==> src/rtl/vga_pkg.sv <==
// Shared VGA raster definitions: default 640x480@60 timing, colour type and the
// raw per-pixel sync/enable bundle carried through the latency-matching pipe.
package vga_pkg;

  localparam int DEF_H_ACTIVE = 640;
  localparam int DEF_H_FP     = 16;
  localparam int DEF_H_SYNC   = 96;
  localparam int DEF_H_BP     = 48;
  localparam int DEF_V_ACTIVE = 480;
  localparam int DEF_V_FP     = 10;
  localparam int DEF_V_SYNC   = 2;
  localparam int DEF_V_BP     = 33;
  localparam int DEF_PIPE     = 2;
  localparam int DEF_CW       = 10;

  // RRGGBB, two bits per channel
  typedef logic [5:0] rgb_t;

  // Undelayed raster qualifiers derived from the current x/y position
  typedef struct packed {
    logic hs;
    logic vs;
    logic active;
  } raster_t;

  function automatic int vga_total(input int active, input int fp, input int sync, input int bp);
    return active + fp + sync + bp;
  endfunction

endpackage

==> src/rtl/vga_delay_line.sv <==
// Enable-gated shift register with a synchronous reset value; DEPTH=0 is a wire.
module vga_delay_line #(
  parameter int              DEPTH   = 2,
  parameter int              WIDTH   = 3,
  parameter logic [WIDTH-1:0] RST_VAL = '0
) (
  input  logic             clk,
  input  logic             rst,
  input  logic             en,
  input  logic [WIDTH-1:0] d,
  output logic [WIDTH-1:0] q
);

  generate
    if (DEPTH == 0) begin : g_pass
      logic unused_ctrl;
      assign unused_ctrl = ^{clk, rst, en};
      assign q = d;
    end else begin : g_shift
      logic [WIDTH-1:0] stage [DEPTH];

      always_ff @(posedge clk) begin
        if (rst) begin
          for (int i = 0; i < DEPTH; i++) stage[i] <= RST_VAL;
        end else if (en) begin
          stage[0] <= d;
          for (int i = 1; i < DEPTH; i++) stage[i] <= stage[i-1];
        end
      end

      assign q = stage[DEPTH-1];
    end
  endgenerate

endmodule

==> src/rtl/vga_sync_gen.sv <==
// Parametrised VGA raster timing generator. Syncs, display enable and colour are
// delayed so they line up with a pixel source that answers PIPE steps late.
module vga_sync_gen
  import vga_pkg::*;
#(
  parameter int   H_ACTIVE  = DEF_H_ACTIVE,
  parameter int   H_FP      = DEF_H_FP,
  parameter int   H_SYNC    = DEF_H_SYNC,
  parameter int   H_BP      = DEF_H_BP,
  parameter int   V_ACTIVE  = DEF_V_ACTIVE,
  parameter int   V_FP      = DEF_V_FP,
  parameter int   V_SYNC    = DEF_V_SYNC,
  parameter int   V_BP      = DEF_V_BP,
  parameter logic HSYNC_POL = 1'b0,
  parameter logic VSYNC_POL = 1'b0,
  parameter int   PIPE      = DEF_PIPE,
  parameter int   CW        = DEF_CW
) (
  input  logic          clk,
  input  logic          rst,
  input  logic          pix_en,
  input  rgb_t          rgb_in,
  output logic [CW-1:0] x,
  output logic [CW-1:0] y,
  output logic          line_start,
  output logic          frame_start,
  output logic          hsync,
  output logic          vsync,
  output logic          de,
  output rgb_t          rgb_out
);

  localparam int H_TOTAL = vga_total(H_ACTIVE, H_FP, H_SYNC, H_BP);
  localparam int V_TOTAL = vga_total(V_ACTIVE, V_FP, V_SYNC, V_BP);

  localparam logic [CW-1:0] H_LAST = CW'(H_TOTAL - 1);
  localparam logic [CW-1:0] V_LAST = CW'(V_TOTAL - 1);

  generate
    if ((H_TOTAL > (1 << CW)) || (V_TOTAL > (1 << CW)) || (PIPE < 0) || (PIPE > 7)) begin : g_param_check
      $error("vga_sync_gen: CW too narrow for the raster totals or PIPE outside 0..7");
    end
  endgenerate

  // Position counters and wrap strobes; strobes are single-clk even at low pix_en rates.
  always_ff @(posedge clk) begin
    if (rst) begin
      x           <= '0;
      y           <= '0;
      line_start  <= 1'b0;
      frame_start <= 1'b0;
    end else begin
      line_start  <= 1'b0;
      frame_start <= 1'b0;
      if (pix_en) begin
        if (x == H_LAST) begin
          x          <= '0;
          line_start <= 1'b1;
          if (y == V_LAST) begin
            y           <= '0;
            frame_start <= 1'b1;
          end else begin
            y <= y + 1'b1;
          end
        end else begin
          x <= x + 1'b1;
        end
      end
    end
  end

  // Compare at 32 bits so a zero back porch cannot overflow the CW-wide bounds.
  logic [31:0] xw;
  logic [31:0] yw;
  raster_t     raw;
  raster_t     raw_d;

  always_comb begin
    xw         = 32'(x);
    yw         = 32'(y);
    raw.active = (xw < 32'(H_ACTIVE)) && (yw < 32'(V_ACTIVE));
    raw.hs     = (xw >= 32'(H_ACTIVE + H_FP)) && (xw < 32'(H_ACTIVE + H_FP + H_SYNC));
    raw.vs     = (yw >= 32'(V_ACTIVE + V_FP)) && (yw < 32'(V_ACTIVE + V_FP + V_SYNC));
  end

  vga_delay_line #(
    .DEPTH   (PIPE),
    .WIDTH   ($bits(raster_t)),
    .RST_VAL ('0)
  ) u_delay (
    .clk (clk),
    .rst (rst),
    .en  (pix_en),
    .d   (raw),
    .q   (raw_d)
  );

  // Final register: rgb_in arrives together with the delayed qualifiers.
  always_ff @(posedge clk) begin
    if (rst) begin
      hsync   <= ~HSYNC_POL;
      vsync   <= ~VSYNC_POL;
      de      <= 1'b0;
      rgb_out <= '0;
    end else if (pix_en) begin
      hsync   <= raw_d.hs ? HSYNC_POL : ~HSYNC_POL;
      vsync   <= raw_d.vs ? VSYNC_POL : ~VSYNC_POL;
      de      <= raw_d.active;
      rgb_out <= raw_d.active ? rgb_in : '0;
    end
  end

endmodule

==> config.mk <==
export PLATFORM = sky130hd
export DESIGN_NAME = vga_sync_gen
export DESIGN_NICKNAME = d
export VERILOG_FILES = /design/src/rtl/vga_pkg.sv /design/src/rtl/vga_delay_line.sv /design/src/rtl/vga_sync_gen.sv
export SDC_FILE = /design/constraint.sdc
export NUM_CORES = 1
export LEC_CHECK = 0
export ABC_AREA = 1
export CORE_MARGIN = 3
export CORE_UTILIZATION = 39
export DETAILED_ROUTE_END_ITERATION = 8
export GPL_TIMING_DRIVEN = 1
export SYNTH_ARGS = -nofsm -noshare
export SYNTH_HDL_FRONTEND = slang
export SYNTH_HIERARCHICAL = 1
export SYNTH_SLANG_ARGS = --single-unit
==> constraint.sdc <==
create_clock -name clk -period 3.12 [get_ports clk]
set_clock_uncertainty 0.15 [all_clocks]
set_input_delay 0.468 -clock clk [delete_from_list [all_inputs] [get_ports clk]]
set_output_delay 0.468 -clock clk [all_outputs]
set_load 0.02 [all_outputs]
==> out/metrics.json <==
{
  "post-cts-setup-buffer-count": {"value": 0},
  "power_density": {"value": 378.4, "unit": "nW/µm²"},
  "post_cts.resized_instances": {"value": 0},
  "ctsLongestPathBuffers": {"value": 2},
  "postSynthAreaPerCell": {"value": 7.619, "unit": "µm²"},
  "grt_first_pass_wirelength": {"value": 6734, "unit": "µm"},
  "irDropWorstVdd": {"value": 0.1416, "unit": "mV"},
  "layout-area-overhead-vs-synth": {"value": 25.70, "unit": "%"},
  "dp_slack": {"value": 0.7638, "unit": "ns"},
  "setup_slack": {"value": 1.038, "unit": "ns"},
  "total_power": {"value": 891.6, "unit": "µW"},
  "antenna_found_initial": {"value": 0},
  "holdCritPathClass": {"value": "register to register"},
  "synth.distinct_cells": {"value": 34},
  "worst_tran_pin_value": {"value": 0.5223, "unit": "ns"},
  "drt_drc_violations_left": {"value": 0},
  "cts-root-buf": {"value": "sky130_fd_sc_hd__clkbuf_8"},
  "outcome": {"value": "finished clean"},
  "dp_cells": {"value": 329},
  "initial_core_utilization": {"value": 41.61, "unit": "%"},
  "post_detailed_route_count_of_antenna_violating_nets": {"value": 0},
  "timing.setup.tns": {"value": 0, "unit": "ns"},
  "period_share": {"value": 66.73, "unit": "%"},
  "fin_crit": {"value": 2.082, "unit": "ns"},
  "end_kind": {"value": "output pin"},
  "unrepaired_setup_endpoints_after_global_routing": {"value": "false"},
  "grt.overflow.total": {"value": 0},
  "critical_path_peak_fanout": {"value": 9},
  "finalHoldViolCount": {"value": 0},
  "routed_wire_length_per_instance": {"value": 12.20, "unit": "µm"},
  "synthesis.yosys.warnings": {"value": 6},
  "dp_hpwl": {"value": 2970, "unit": "µm"},
  "floorplan.die_area": {"value": 5674, "unit": "µm²"},
  "cp.arrival": {"value": 1.46, "unit": "ns"},
  "numCtsBuffers": {"value": 5},
  "die_y": {"value": 75.33, "unit": "µm"},
  "detail_route.first_pass.iterations": {"value": 4},
  "synth_area": {"value": 1874, "unit": "µm²"},
  "violation_count_after_the_first_detailed_routing_iteration": {"value": 56},
  "tritoncts_clock_tree": {"value": "yes"},
  "clock_latency": {"value": 0.29, "unit": "ns"},
  "layout.cells.most_common_list": {"value": "sky130_fd_sc_hd__nand2_1, sky130_fd_sc_hd__clkdlybuf4s50_1, sky130_fd_sc_hd__nor2_1, sky130_fd_sc_hd__dfxtp_1, sky130_fd_sc_hd__inv_1"},
  "cts_hold_buffers": {"value": 0},
  "grt_start_max_net_pins": {"value": 18},
  "boundaryPins": {"value": 40},
  "globalRouteTotalUtil": {"value": 15.49, "unit": "%"},
  "static-leakage-power": {"value": 0.0009358, "unit": "µW"},
  "crit_path_start_kind": {"value": "register"},
  "numClockSinks": {"value": 37},
  "critPathTopFamily": {"value": "buffers and inverters"},
  "cell_types_with_the_largest_area_share_after_synthesis": {"value": "sky130_fd_sc_hd__dfxtp_1, sky130_fd_sc_hd__nand2_1, sky130_fd_sc_hd__edfxtp_1"},
  "slew_violations": {"value": 0},
  "coreArea": {"value": 4504, "unit": "µm²"},
  "post-synth-top-area-fraction": {"value": 33.11, "unit": "%"},
  "synthCells": {"value": 246},
  "viasPerCell": {"value": 4.858},
  "gp_routability_congestion": {"value": 0.8759},
  "crit_path_top_delay_cell": {"value": "sky130_fd_sc_hd__clkdlybuf4s50_1"},
  "final_layout_size_suffix_gt1_share": {"value": 11.58, "unit": "%"},
  "final_util": {"value": 52.31, "unit": "%"},
  "timing_worst_setup_path_type": {"value": "register to output pin"},
  "path_buf_inv": {"value": 1},
  "synth_fp_nets": {"value": 259},
  "crit_required": {"value": 2.50, "unit": "ns"},
  "drv_cap": {"value": 0},
  "floorplan.die.width": {"value": 75.33, "unit": "µm"},
  "insertedDiodeCount": {"value": 0},
  "fmax": {"value": 0.4803, "unit": "GHz"},
  "crit_path_cell_trace": {"value": "clkdlybuf4s50_1"},
  "instances_no_fill": {"value": 337},
  "netlist.top_cell.by_area": {"value": "sky130_fd_sc_hd__dfxtp_1"},
  "cts.htree.levels": {"value": 2},
  "mostFrequentLayoutCell": {"value": "sky130_fd_sc_hd__nand2_1"},
  "headroom_to_the_max_slew_limit": {"value": 65.14, "unit": "%"},
  "first_global_vias": {"value": 1466},
  "detail_route.wirelength": {"value": 4110, "unit": "µm"},
  "synth.yosys.seq_area_share": {"value": 42.72, "unit": "%"},
  "synthesis_stage_register_bit_count": {"value": 37},
  "buffer_ports.inserted": {"value": 39},
  "clk_transition_reported_paths": {"value": 0.07, "unit": "ns"},
  "final_nets": {"value": 297},
  "timing.final.setup_violations": {"value": 0},
  "rows": {"value": 24},
  "cp_slowest_stage_delay": {"value": 0.67, "unit": "ns"},
  "num_vias": {"value": 1637}
}
-- cell usage after synthesis (all sizes together) --
| library cell | instances |
|---|---|
| ha | 4 |
| a211oi | 1 |
| edfxtp | 6 |
| a21oi | 18 |
| nand2 | 56 |
| nand3 | 15 |
| dfxtp | 31 |
| a31oi | 2 |
| or2 | 1 |
| o21ai | 8 |
| nand4 | 7 |
| buf | 9 |
| nor2 | 38 |
| nand3b | 1 |
| o21bai | 1 |
| inv | 35 |
| clkbuf | 1 |
| xor2 | 2 |
| nor3 | 4 |
| nor3b | 2 |
| o22ai | 1 |
| nor4 | 1 |
| clkinv | 2 |
-- power by group --
group          internal (µW)  switching, µW
registers                495           7.19
logic                   31.0           39.1
clock network            156            164
-- cell type report --
| type | instances | area, µm² |
|---|---|---|
| repair buffers | 41 | 405.4 |
| flip-flops and latches | 37 | 800.8 |
| fillers | 463 | 2148 |
| clock buffers | 7 | 76.32 |
| inverters | 37 | 138.9 |
| clock inverters | 1 | 3.754 |
| well taps | 52 | 65.06 |
| multi-input cells | 162 | 865.8 |
-- path summary, 6_finish.rpt --
kind | slack [ns] | start | cells past startpoint | to
setup / recovery | 1.04 | x[7] | 1 | x[7]
setup reg to reg | 1.30 | x[0] | 6 | y[9]
hold reg to reg | 0.27 | u_delay/g_shift.stage[0][5] | 1 | hsync
hold / removal | 0.27 | u_delay/g_shift.stage[0][5] | 1 | hsync
-- worst reg2reg max path, cell delays in order, from the launching register on --
cell	delay, ns
sky130_fd_sc_hd__dfxtp_1	0.40
sky130_fd_sc_hd__ha_1	0.24
sky130_fd_sc_hd__nand4_1	0.15
sky130_fd_sc_hd__nor2_2	0.46
sky130_fd_sc_hd__nand3_1	0.17
sky130_fd_sc_hd__nor2_1	0.12
sky130_fd_sc_hd__nor2_1	0.05
-- sequential cells by signal (all words and copies together), names as in the netlist --
signal and flops:
x 10, hsync 1, line_start 1, y 10, de 1, u_delay/g_shift.stage 6, frame_start 1, vsync 1
rgb_out 6
-- layer usage --
metal / routed length, µm / up-vias / global-route usage [%]
li1: - / 856 / -
met1: 1990 / 736 / 21.08
met2: 1861 / 39 / 23.97
met3: 197 / 6 / 3.958
met4: 61 / 0 / 5.243
met5: 0 / - / 0
-- kinds of logic after synthesis --
logic type / share of synthesized area, %
adders and majority gates: 2.670
xor gates and xnor gates: 0.9348
DFF: 42.72
and+or+nand+nor: 32.98
buffers and inverters: 11.08
AOI/OAI and AO/OA: 9.613
-- stage by stage --
stage,hold slack [ns],instance area (µm²)
after floorplan,0.3426,1874
after global placement,0.2554,2276
after detailed placement,0.2628,2276
after CTS,0.2735,2356
after global routing,0.2887,2356
final,0.2690,2356
No activity file was read; power rests on OpenSTA's default activity.
